### src/rtl/mips_pkg.sv
// Shared MIPS pipeline definitions: opcode/funct constants, ALU control encodings,
// branch types and the ID/EX register record.
package mips_pkg;

  localparam logic [5:0] OP_RTYPE = 6'h00;
  localparam logic [5:0] OP_BEQ   = 6'h04;
  localparam logic [5:0] OP_BNE   = 6'h05;
  localparam logic [5:0] OP_ADDI  = 6'h08;
  localparam logic [5:0] OP_ADDIU = 6'h09;
  localparam logic [5:0] OP_SLTI  = 6'h0A;
  localparam logic [5:0] OP_ANDI  = 6'h0C;
  localparam logic [5:0] OP_ORI   = 6'h0D;
  localparam logic [5:0] OP_XORI  = 6'h0E;
  localparam logic [5:0] OP_LUI   = 6'h0F;
  localparam logic [5:0] OP_LW    = 6'h23;
  localparam logic [5:0] OP_SW    = 6'h2B;

  localparam logic [5:0] F_SLL  = 6'h00;
  localparam logic [5:0] F_SRL  = 6'h02;
  localparam logic [5:0] F_SRA  = 6'h03;
  localparam logic [5:0] F_SLLV = 6'h04;
  localparam logic [5:0] F_SRLV = 6'h06;
  localparam logic [5:0] F_SRAV = 6'h07;
  localparam logic [5:0] F_ADD  = 6'h20;
  localparam logic [5:0] F_ADDU = 6'h21;
  localparam logic [5:0] F_SUB  = 6'h22;
  localparam logic [5:0] F_SUBU = 6'h23;
  localparam logic [5:0] F_AND  = 6'h24;
  localparam logic [5:0] F_OR   = 6'h25;
  localparam logic [5:0] F_XOR  = 6'h26;
  localparam logic [5:0] F_NOR  = 6'h27;
  localparam logic [5:0] F_SLT  = 6'h2A;

  localparam logic [1:0] FF_SHIFT = 2'b00;
  localparam logic [1:0] FF_SLT   = 2'b01;
  localparam logic [1:0] FF_ADD   = 2'b10;
  localparam logic [1:0] FF_LOGIC = 2'b11;

  localparam logic [1:0] SH_NONE = 2'b00;
  localparam logic [1:0] SH_SLL  = 2'b01;
  localparam logic [1:0] SH_SRL  = 2'b10;
  localparam logic [1:0] SH_SRA  = 2'b11;

  localparam logic [1:0] LG_AND = 2'b00;
  localparam logic [1:0] LG_OR  = 2'b01;
  localparam logic [1:0] LG_XOR = 2'b10;
  localparam logic [1:0] LG_NOR = 2'b11;

  localparam logic [1:0] AMT_CONST = 2'b00;
  localparam logic [1:0] AMT_REG   = 2'b01;

  localparam logic [1:0] BR_NONE = 2'b00;
  localparam logic [1:0] BR_EQ   = 2'b01;
  localparam logic [1:0] BR_NE   = 2'b10;

  typedef enum logic [1:0] {YSEL_RT, YSEL_SEXT, YSEL_ZEXT} ysel_e;
  typedef enum logic [1:0] {DST_NONE, DST_RD, DST_RT} dsel_e;

  typedef struct packed {
    logic [4:0] const_amt;
    logic [1:0] amt_sel;
    logic [1:0] logic_func;
    logic [1:0] shift_func;
    logic       add_sub;
    logic [1:0] final_func;
    ysel_e      ysel;
    dsel_e      dsel;
    logic       memread;
    logic       memwrite;
    logic [1:0] branch;
    logic       ovf_trap;
    logic       illegal;
  } dec_t;

  typedef struct packed {
    logic        valid;
    logic [31:0] x;
    logic [31:0] y;
    logic [4:0]  const_amt;
    logic [1:0]  amt_sel;
    logic [1:0]  logic_func;
    logic [1:0]  shift_func;
    logic        add_sub;
    logic [1:0]  final_func;
    logic [4:0]  rd;
    logic        regwrite;
    logic        memread;
    logic        memwrite;
    logic [31:0] store_data;
    logic [1:0]  branch;
    logic        ovf_trap;
    logic        illegal;
  } ex_out_t;

  // Bubble differs from the reset image only in final_func selecting the adder.
  function automatic ex_out_t ex_bubble();
    ex_out_t b;
    b = '0;
    b.final_func = FF_ADD;
    return b;
  endfunction

endpackage

### src/rtl/id_ex_stage_alu_ctrl_decode.sv
// Combinational decode of a MIPS instruction into ALU control fields,
// operand/destination selects, memory/branch controls and the illegal flag.
module alu_ctrl_decode
  import mips_pkg::*;
(
  input  logic [31:0] instr_i,
  output dec_t        dec_o
);

  logic [5:0] op;
  logic [5:0] funct;
  logic [4:0] shamt;
  logic       unused_fields;

  assign op            = instr_i[31:26];
  assign funct         = instr_i[5:0];
  assign shamt         = instr_i[10:6];
  assign unused_fields = ^instr_i[25:11];

  always_comb begin
    dec_o            = '0;
    dec_o.final_func = FF_ADD;
    dec_o.ysel       = YSEL_RT;
    dec_o.dsel       = DST_NONE;
    case (op)
      OP_RTYPE: begin
        dec_o.dsel = DST_RD;
        case (funct)
          F_SLL, F_SRL, F_SRA, F_SLLV, F_SRLV, F_SRAV: begin
            // funct[2] marks the variable-amount forms; funct[1:0]=00 is a left shift
            dec_o.final_func = FF_SHIFT;
            dec_o.amt_sel    = funct[2] ? AMT_REG : AMT_CONST;
            dec_o.const_amt  = funct[2] ? 5'd0 : shamt;
            dec_o.shift_func = (funct[1:0] == 2'b00) ? SH_SLL : funct[1:0];
          end
          F_ADD, F_SUB: begin
            dec_o.add_sub  = funct[1];
            dec_o.ovf_trap = 1'b1;
          end
          F_ADDU, F_SUBU: dec_o.add_sub = funct[1];
          F_AND, F_OR, F_XOR, F_NOR: begin
            dec_o.final_func = FF_LOGIC;
            dec_o.logic_func = funct[1:0];
          end
          F_SLT: begin
            dec_o.final_func = FF_SLT;
            dec_o.add_sub    = 1'b1;
          end
          default: begin
            dec_o.illegal = 1'b1;
            dec_o.dsel    = DST_NONE;
          end
        endcase
      end
      OP_ADDI: begin
        dec_o.ysel     = YSEL_SEXT;
        dec_o.dsel     = DST_RT;
        dec_o.ovf_trap = 1'b1;
      end
      OP_ADDIU: begin
        dec_o.ysel = YSEL_SEXT;
        dec_o.dsel = DST_RT;
      end
      OP_SLTI: begin
        dec_o.ysel       = YSEL_SEXT;
        dec_o.dsel       = DST_RT;
        dec_o.final_func = FF_SLT;
        dec_o.add_sub    = 1'b1;
      end
      OP_ANDI, OP_ORI, OP_XORI: begin
        dec_o.ysel       = YSEL_ZEXT;
        dec_o.dsel       = DST_RT;
        dec_o.final_func = FF_LOGIC;
        dec_o.logic_func = op[1:0];
      end
      OP_LUI: begin
        dec_o.ysel       = YSEL_ZEXT;
        dec_o.dsel       = DST_RT;
        dec_o.final_func = FF_SHIFT;
        dec_o.shift_func = SH_SLL;
        dec_o.amt_sel    = AMT_CONST;
        dec_o.const_amt  = 5'd16;
      end
      OP_LW: begin
        dec_o.ysel    = YSEL_SEXT;
        dec_o.dsel    = DST_RT;
        dec_o.memread = 1'b1;
      end
      OP_SW: begin
        dec_o.ysel     = YSEL_SEXT;
        dec_o.memwrite = 1'b1;
      end
      OP_BEQ, OP_BNE: begin
        dec_o.add_sub = 1'b1;
        dec_o.branch  = (op == OP_BEQ) ? BR_EQ : BR_NE;
      end
      default: dec_o.illegal = 1'b1;
    endcase
  end

endmodule

### src/rtl/id_ex_stage.sv
// ID/EX pipeline register with decode, operand selection and stall/flush control.
// Optional EX/MEM and MEM/WB operand forwarding is enabled by ID_EX_FORWARD_EN.
module id_ex_stage
  import mips_pkg::*;
(
  input  logic        clk,
  input  logic        rst,
  input  logic        stall,
  input  logic        flush,
  input  logic        in_valid,
  input  logic [31:0] instr,
  input  logic [31:0] rs_data,
  input  logic [31:0] rt_data,
  input  logic        exmem_wr,
  input  logic [4:0]  exmem_rd,
  input  logic [31:0] exmem_res,
  input  logic        memwb_wr,
  input  logic [4:0]  memwb_rd,
  input  logic [31:0] memwb_res,
  output logic        ex_valid,
  output logic [31:0] alu_x,
  output logic [31:0] alu_y,
  output logic [4:0]  const_amt,
  output logic [1:0]  amt_sel,
  output logic [1:0]  logic_func,
  output logic [1:0]  shift_func,
  output logic        add_sub,
  output logic [1:0]  final_func,
  output logic [4:0]  ex_rd,
  output logic        ex_regwrite,
  output logic        ex_memread,
  output logic        ex_memwrite,
  output logic [31:0] ex_store_data,
  output logic [1:0]  ex_branch,
  output logic        ex_ovf_trap,
  output logic        ex_illegal
);

  dec_t        dec;
  ex_out_t     ex_d, ex_q, ld;
  logic [31:0] fwd_rs, fwd_rt;
  logic [4:0]  rt_idx, dst;
  logic [31:0] imm_sext, imm_zext;

  alu_ctrl_decode u_dec (
    .instr_i (instr),
    .dec_o   (dec)
  );

  assign rt_idx   = instr[20:16];
  assign imm_sext = {{16{instr[15]}}, instr[15:0]};
  assign imm_zext = {16'h0000, instr[15:0]};

`ifdef ID_EX_FORWARD_EN
  logic [4:0] rs_idx;
  assign rs_idx = instr[25:21];

  // EX/MEM is applied last so it overrides the older MEM/WB result.
  always_comb begin
    fwd_rs = rs_data;
    fwd_rt = rt_data;
    if (memwb_wr && (memwb_rd != 5'd0) && (memwb_rd == rs_idx)) fwd_rs = memwb_res;
    if (memwb_wr && (memwb_rd != 5'd0) && (memwb_rd == rt_idx)) fwd_rt = memwb_res;
    if (exmem_wr && (exmem_rd != 5'd0) && (exmem_rd == rs_idx)) fwd_rs = exmem_res;
    if (exmem_wr && (exmem_rd != 5'd0) && (exmem_rd == rt_idx)) fwd_rt = exmem_res;
  end
`else
  logic unused_fwd;
  assign fwd_rs     = rs_data;
  assign fwd_rt     = rt_data;
  assign unused_fwd = ^{exmem_wr, exmem_rd, exmem_res, memwb_wr, memwb_rd, memwb_res};
`endif

  always_comb begin
    case (dec.dsel)
      DST_RD:  dst = instr[15:11];
      DST_RT:  dst = rt_idx;
      default: dst = 5'd0;
    endcase
  end

  always_comb begin
    ld            = '0;
    ld.valid      = 1'b1;
    ld.x          = fwd_rs;
    case (dec.ysel)
      YSEL_SEXT: ld.y = imm_sext;
      YSEL_ZEXT: ld.y = imm_zext;
      default:   ld.y = fwd_rt;
    endcase
    ld.const_amt  = dec.const_amt;
    ld.amt_sel    = dec.amt_sel;
    ld.logic_func = dec.logic_func;
    ld.shift_func = dec.shift_func;
    ld.add_sub    = dec.add_sub;
    ld.final_func = dec.final_func;
    ld.rd         = dst;
    ld.regwrite   = (dec.dsel != DST_NONE) && (dst != 5'd0);
    ld.memread    = dec.memread;
    ld.memwrite   = dec.memwrite;
    ld.store_data = fwd_rt;
    ld.branch     = dec.branch;
    ld.ovf_trap   = dec.ovf_trap;
    ld.illegal    = dec.illegal;
  end

  assign ex_d = (flush || !in_valid) ? ex_bubble() : ld;

  // Flush overrides stall, so the register also loads when flushing.
  always_ff @(posedge clk or posedge rst) begin
    if (rst)                 ex_q <= '0;
    else if (flush || !stall) ex_q <= ex_d;
  end

  assign ex_valid      = ex_q.valid;
  assign alu_x         = ex_q.x;
  assign alu_y         = ex_q.y;
  assign const_amt     = ex_q.const_amt;
  assign amt_sel       = ex_q.amt_sel;
  assign logic_func    = ex_q.logic_func;
  assign shift_func    = ex_q.shift_func;
  assign add_sub       = ex_q.add_sub;
  assign final_func    = ex_q.final_func;
  assign ex_rd         = ex_q.rd;
  assign ex_regwrite   = ex_q.regwrite;
  assign ex_memread    = ex_q.memread;
  assign ex_memwrite   = ex_q.memwrite;
  assign ex_store_data = ex_q.store_data;
  assign ex_branch     = ex_q.branch;
  assign ex_ovf_trap   = ex_q.ovf_trap;
  assign ex_illegal    = ex_q.illegal;

endmodule

### config.mk
export PLATFORM = sky130hd
export DESIGN_NAME = id_ex_stage
export DESIGN_NICKNAME = d
export VERILOG_FILES = /design/src/rtl/mips_pkg.sv /design/src/rtl/id_ex_stage_alu_ctrl_decode.sv /design/src/rtl/id_ex_stage.sv
export SDC_FILE = /design/constraint.sdc
export NUM_CORES = 1
export LEC_CHECK = 0
export CAP_MARGIN = 20
export CORE_UTILIZATION = 34
export DETAILED_ROUTE_END_ITERATION = 8
export GPL_TIMING_DRIVEN = 0
export HOLD_SLACK_MARGIN = 0.06
export PLACE_DENSITY = 0.83
export SLEW_MARGIN = 0
export SYNTH_ARGS = -nofsm -noshare
export SYNTH_HDL_FRONTEND = slang
export SYNTH_SLANG_ARGS = --single-unit
export TNS_END_PERCENT = 1
### constraint.sdc
create_clock -name clk -period 4.1 [get_ports clk]
set_clock_uncertainty 0.2 [all_clocks]
set_input_delay 0.82 -clock clk [delete_from_list [all_inputs] [get_ports clk]]
set_output_delay 0.82 -clock clk [all_outputs]
set_load 0.01 [all_outputs]
=== Word level (Yosys, flattened, before mapping) ===
Cells that the tools add are included.

* Muxes and demuxes: 27
* Divide/modulo/power cells: 0
* Equality and inequality tests: 29
* Add/subtract/negate cells: 0
* Shift operators: 0
* $lt $le $gt $ge: 0
* $mul: 0
* Bitwise logic cells: 0
* Reduce and logical (&&, ||, !) cells: 22

{| class="wikitable"
|+ Operators with widths
! operator !! count
|-
| 123-bit 2-to-1 mux || 1
|-
| 6-bit == test (second input constant) || 11
|-
| 32-bit one-hot mux with 2 select lines || 1
|-
| 6-bit by 4-bit == test with 1-bit output (second input constant) || 7
|-
| 6-bit by 3-bit == test with 1-bit output (second input constant) || 5
|-
| 2-bit one-hot mux with 2 select lines || 4
|-
| 15-bit OR reduction || 1
|-
| 7-bit one-hot mux with 2 select lines || 1
|-
| 6-bit by 2-bit == test with 1-bit output (second input constant) || 2
|-
| 6-bit zero test || 2
|-
| 4-bit OR reduction || 3
|-
| 11-bit OR reduction || 1
|-
| 2-bit 2-to-1 mux || 5
|-
| 5-bit one-hot mux with 2 select lines || 1
|-
| 1-bit one-hot mux with 2 select lines || 4
|-
| 2-bit one-hot mux with 4 select lines || 1
|-
| 8-bit OR reduction || 1
|-
| 7-bit 2-to-1 mux || 1
|-
| 1-bit 2-to-1 mux || 6
|-
| 2-bit one-hot mux with 3 select lines || 1
|-
| 3-bit OR reduction || 2
|-
| 6-bit OR reduction || 1
|-
| 5-bit 2-to-1 mux || 1
|-
| 5-bit nonzero test || 1
|-
| 9 further kinds || 14
|}

* Latch bits: 0
* Logic and storage cells: 95
* Register bits after elaboration: 123
* Memory bits (read-only): 0
* Memory bits (writable): 0
* Memories kept: 0
* Output and inout bits: 123

=== Logic depth before layout (Yosys ltp) ===
* Depth after elaboration: 9
* Depth in mapped cells: 11
* Depth with buffers taken out: 9

=== Hierarchy ===
Synthesis repeated with hierarchy kept, for this count alone.

* Cell total of the unflattened synthesis: 436
* Area, all modules: 5258.8 um2

{| class="wikitable"
|+ Modules (own cells, without submodules)
! module !! instances !! area each (um2) !! cells an instance !! sequential area each (um2)
|-
| id_ex_stage || 1 || 4752.1 || 353 || 3078.0
|-
| alu_ctrl_decode || 1 || 506.7 || 83 || 0.0
|}

=== Worst setup path after synthesis ===
OpenSTA, ideal clock, no wires.

* Path kind: input to register
* From: input instr[29]
* To: register ex_q, in the netlist alu_y[0]
* Data required time: 3.817 ns
* Stages: 10
* Data arrival time: 2.715 ns
* Slack: 1.103 ns
* Cell sequence: clkbuf_1 > inv_1 > nor3_1 > a21oi_1 > nand2b_1 > ha_1 > clkbuf_1 > clkbuf_1 > a22oi_1 > o21ai_0

* Cells in the longest elaborated chain, start to end: 6

{| class="wikitable"
|+ RTL lines
! element !! line !! RTL
|-
| start: declaration || id_ex_stage.sv:11 || <nowiki>input logic [31:0] instr,</nowiki>
|-
| 6-bit by 4-bit == test with 1-bit output or 6-bit == test (tied branches) || id_ex_stage_alu_ctrl_decode.sv:25 || <nowiki>case (op)</nowiki>
|-
| 5-bit OR reduction (no source line) or 4-bit OR reduction (tied branches) || -- ||
|-
| 2-bit one-hot mux with 2 select lines (*) || id_ex_stage_alu_ctrl_decode.sv:25 ||
|-
| 2-bit == test or 2-bit by 1-bit == test with 1-bit output (tied branches) || id_ex_stage.sv:86 || <nowiki>case (dec.ysel)</nowiki>
|-
| 32-bit one-hot mux with 2 select lines (*) || id_ex_stage.sv:86 ||
|-
| 123-bit 2-to-1 mux (*) || id_ex_stage.sv:107 || <nowiki>assign ex_d = (flush || !in_valid) ? ex_bubble() : ld;</nowiki>
|-
| end signal: assignment || id_ex_stage.sv:111 || <nowiki>if (rst) ex_q <= '0;</nowiki>
|-
| end signal: assignment || id_ex_stage.sv:112 || <nowiki>else if (flush || !stall) ex_q <= ex_d;</nowiki>
|-
| end: declaration || id_ex_stage.sv:40 || <nowiki>ex_out_t ex_d, ex_q, ld;</nowiki>
|}

Mark *: on every way between the ends. The rest lies on a longest branch, timed or not.
A chain may end at the register's enable or synchronous reset.

=== Final worst setup path ===
* From: input instr[29]
* To: register ex_q, in the netlist alu_y[5]

Same word-level chain as after synthesis.

==> reports/results.tsv <==
metric	value	unit
outcome	finished, violations left	
violations	design-rule violations	
dieHeight	125	um
post_drt_wl_per_cell	19.6	um
area_delta_synth_final	57.0	%
postCtsSetupBuffers	0	
cts_tree	built	
stdcell_area	8100	um^2
ys_seq_area_frac	0.592	
met1Wirelength	7280	um
grt_pass1_vias	4871	
vias_per_cell	5.38	
layout-drive-gt1-share	0.0704	
min_path_type	register to register	
cts_buffers	17	
power.switching	0.694	mW
yosysUniqueCellTypes	49	
cts_buffer_depth	2	
comb_power_share	0.126	
gp_congestion	0.827	
ant_nets	0	
rsz0062_at_grt	false	
synth_nets	620	
routed_wl	16900	um
synth_warnings	0	
clock_latency	0.40	ns
final-setup-viol-count	0	
drcViolationCount	28	
grt_max_degree	44	
worstPathArrival	3.96	ns
dr_wl_met2	8130	um
first_pass_iters	9	
ctsRootBufferMaster	clkbuf_16	
cellInternalPower	2.34	mW
p_sw_frac	0.229	
first_iter_violations	227	
ys_ff_latch	122	
fmax	260	MHz
crit_type	primary input to register	
routed-via-count	4657	
relSlewSlack	0.385	
placed_area	7550	um^2
antenna_found_initial	0	
dpl.hpwl	12500	um
leakagePower	3.52	nW
startpoint_type	primary input	
tightest_slew	0.920	ns
postSynthCellCount	438	
hold_violations	0	
diodes	0	
grt_pass1_wl	26600	um
period_needed	3.84	ns
die-area	15700	um^2
gr-total-overflow	0	
power.density	374	nW/um^2
pin_count	300	
highest_layer	met4	
avgSynthCellArea	11.8	um^2
pwr-share-seq	0.418	
pwr-share-clk	0.455	
initial_core_util	0.352	
fillers	1243	
port-buffer-count	212	
cts.sinks	122	
core	14600	um^2
endpoint_kind	register	
clk_pin_slew	0.05	ns
nNetsFinal	853	
grtUsageTotal	0.220	
finalPower	3.03	mW
route.met3.wl	1260	um
syn_area	5160	um^2
cts_max_level	4	
die_x	125	um
num_rows	44	
peakVddDrop	0.288	mV
cp.required	4.22	ns
slew_viol_final	0	
synth_edf_count	0	
period_share	0.937	
synth-main-ff-cell	dfrtp_1	
max-cap-violations	0	
ys_async_sr_fraction	1.00	
cp_max_fo	10	
==> cells by family (layout without fill, tap and decap cells) <==
family,after synthesis,count (layout),share of synthesized area
buffers and inverters,47,291,0.0395
adder cells (fa/ha/maj),5,5,0.0121
AND/OR/NAND/NOR,98,98,0.104
AO/OA/AOI/OAI,163,163,0.248
other,1,1,0.000727
XOR/XNOR,1,1,0.00170
multiplexers,1,1,0.00194
flip-flops,122,122,0.592
==> worst paths after layout <==
| path | start | end | slack (ns) | cells after the start |
|---|---|---|---|---|
| setup / recovery | instr[29] | alu_y[5]$_DFFE_PP0P_ | 0.26 | 11 |
| hold / removal | ex_illegal$_DFFE_PP0P_ | ex_illegal$_DFFE_PP0P_ | 0.28 | 2 |
| setup reg to reg | const_amt[4]$_DFFE_PP0P_ | const_amt[4]$_DFFE_PP0P_ | 3.06 | 2 |
| hold reg to reg | ex_illegal$_DFFE_PP0P_ | ex_illegal$_DFFE_PP0P_ | 0.28 | 2 |
| max in group asynchronous | rst | alu_x[9]$_DFFE_PP0P_ | 2.24 | 3 |
| min in group asynchronous | rst | ex_store_data[14]$_DFFE_PP0P_ | 0.77 | 2 |
==> cell usage after synthesis (2+ instances only) <==
cell type | count | share of area
nand3_1 | 4 | 0.0039
clkbuf_1 | 27 | 0.020
nor3_1 | 6 | 0.0058
a21oi_1 | 7 | 0.0068
nor2b_1 | 4 | 0.0049
nand2b_1 | 18 | 0.022
a2bb2oi_1 | 2 | 0.0034
nor3b_1 | 7 | 0.010
buf_2 | 6 | 0.0058
a21o_1 | 2 | 0.0029
nand2_1 | 34 | 0.025
a32o_1 | 3 | 0.0058
a31oi_1 | 2 | 0.0024
a22oi_1 | 21 | 0.031
nand4_1 | 2 | 0.0024
dfrtp_1 | 122 | 0.59
nor2_1 | 13 | 0.0095
buf_1 | 2 | 0.0015
inv_1 | 8 | 0.0058
buf_6 | 2 | 0.0044
a22o_1 | 87 | 0.15
o21ai_0 | 24 | 0.023
o31ai_1 | 5 | 0.0073
ha_1 | 5 | 0.012
==> power by group through the flow <==
stage          sequential [mW]  combinational (mW)  clock (mW)
2_1_floorplan             1.30               0.134           0
3_3_place_gp              1.29               0.370           0
3_5_place_dp              1.29               0.383           0
4_1_cts                   1.27               0.385        1.40
5_1_grt                   1.27               0.412        1.45
6_report                  1.27               0.383        1.38
==> sequential cells by signal, indices dropped and copies added, names as in the netlist, 2 cells and up <==
| register | cells |
|---|---|
| final_func | 2 |
| logic_func | 2 |
| alu_x | 32 |
| ex_rd | 5 |
| ex_store_data | 32 |
| shift_func | 2 |
| alu_y | 32 |
| const_amt | 5 |
| ex_branch | 2 |
==> final cells by class <==
class	count	area [um^2]	share of cell area
Buffer	39	176	0.0218
Multi-Input combinational cell	269	1900	0.235
Sequential cell	122	3050	0.377
Inverter	8	33.8	0.00417
Tap cell	184	230	0.0284
Timing Repair Buffer	214	2160	0.267
Clock buffer	28	507	0.0625
Clock inverter	2	35.0	0.00432
==> critical path: stages <==
cell	delay [ns]
clkdlybuf4s50_1	0.59
clkbuf_1	0.37
inv_1	0.11
nor3_1	0.19
a21oi_1	0.07
nand2b_1	0.15
ha_1	0.48
clkbuf_1	0.48
clkbuf_2	0.37
a22oi_1	0.14
o21ai_0	0.19
==> placed cells by master (no fill, tap or decap), types with 12 or more instances in the layout <==
master	n
clkbuf_16	17
clkdlybuf4s50_1	212
dfrtp_1	122
nand2_1	34
nor2_1	12
a22oi_1	21
a22o_1	87
clkbuf_1	32
o21ai_0	24
nand2b_1	18
==> layer usage <==
layer  vias up  track usage
li1       2099            -
met1      2325        0.280
met2       212        0.359
met3        21       0.0608
met4         0       0.0803
met5         -            0
==> repair_timing <==
action	4_1_cts	5_1_grt
gates resized for setup	0	5
hold buffers	0	0
setup endpoints to repair	0	10
==> through the flow <==
stage	setup slack (ns)	cells	TNS, ns	hold WS [ns]	util
2_1_floorplan	1.10	438	0	0.311	-
5_1_grt	0.0494	866	0	0.310	0.553
4_1_cts	0.0770	866	0	0.285	0.553
3_5_place_dp	-0.327	836	-2.80	0.273	0.516
6_report	0.256	866	0	0.282	0.553
3_3_place_gp	-0.179	834	-1.56	0.262	0.513
Note: power is estimated with default switching activity, not from simulation.
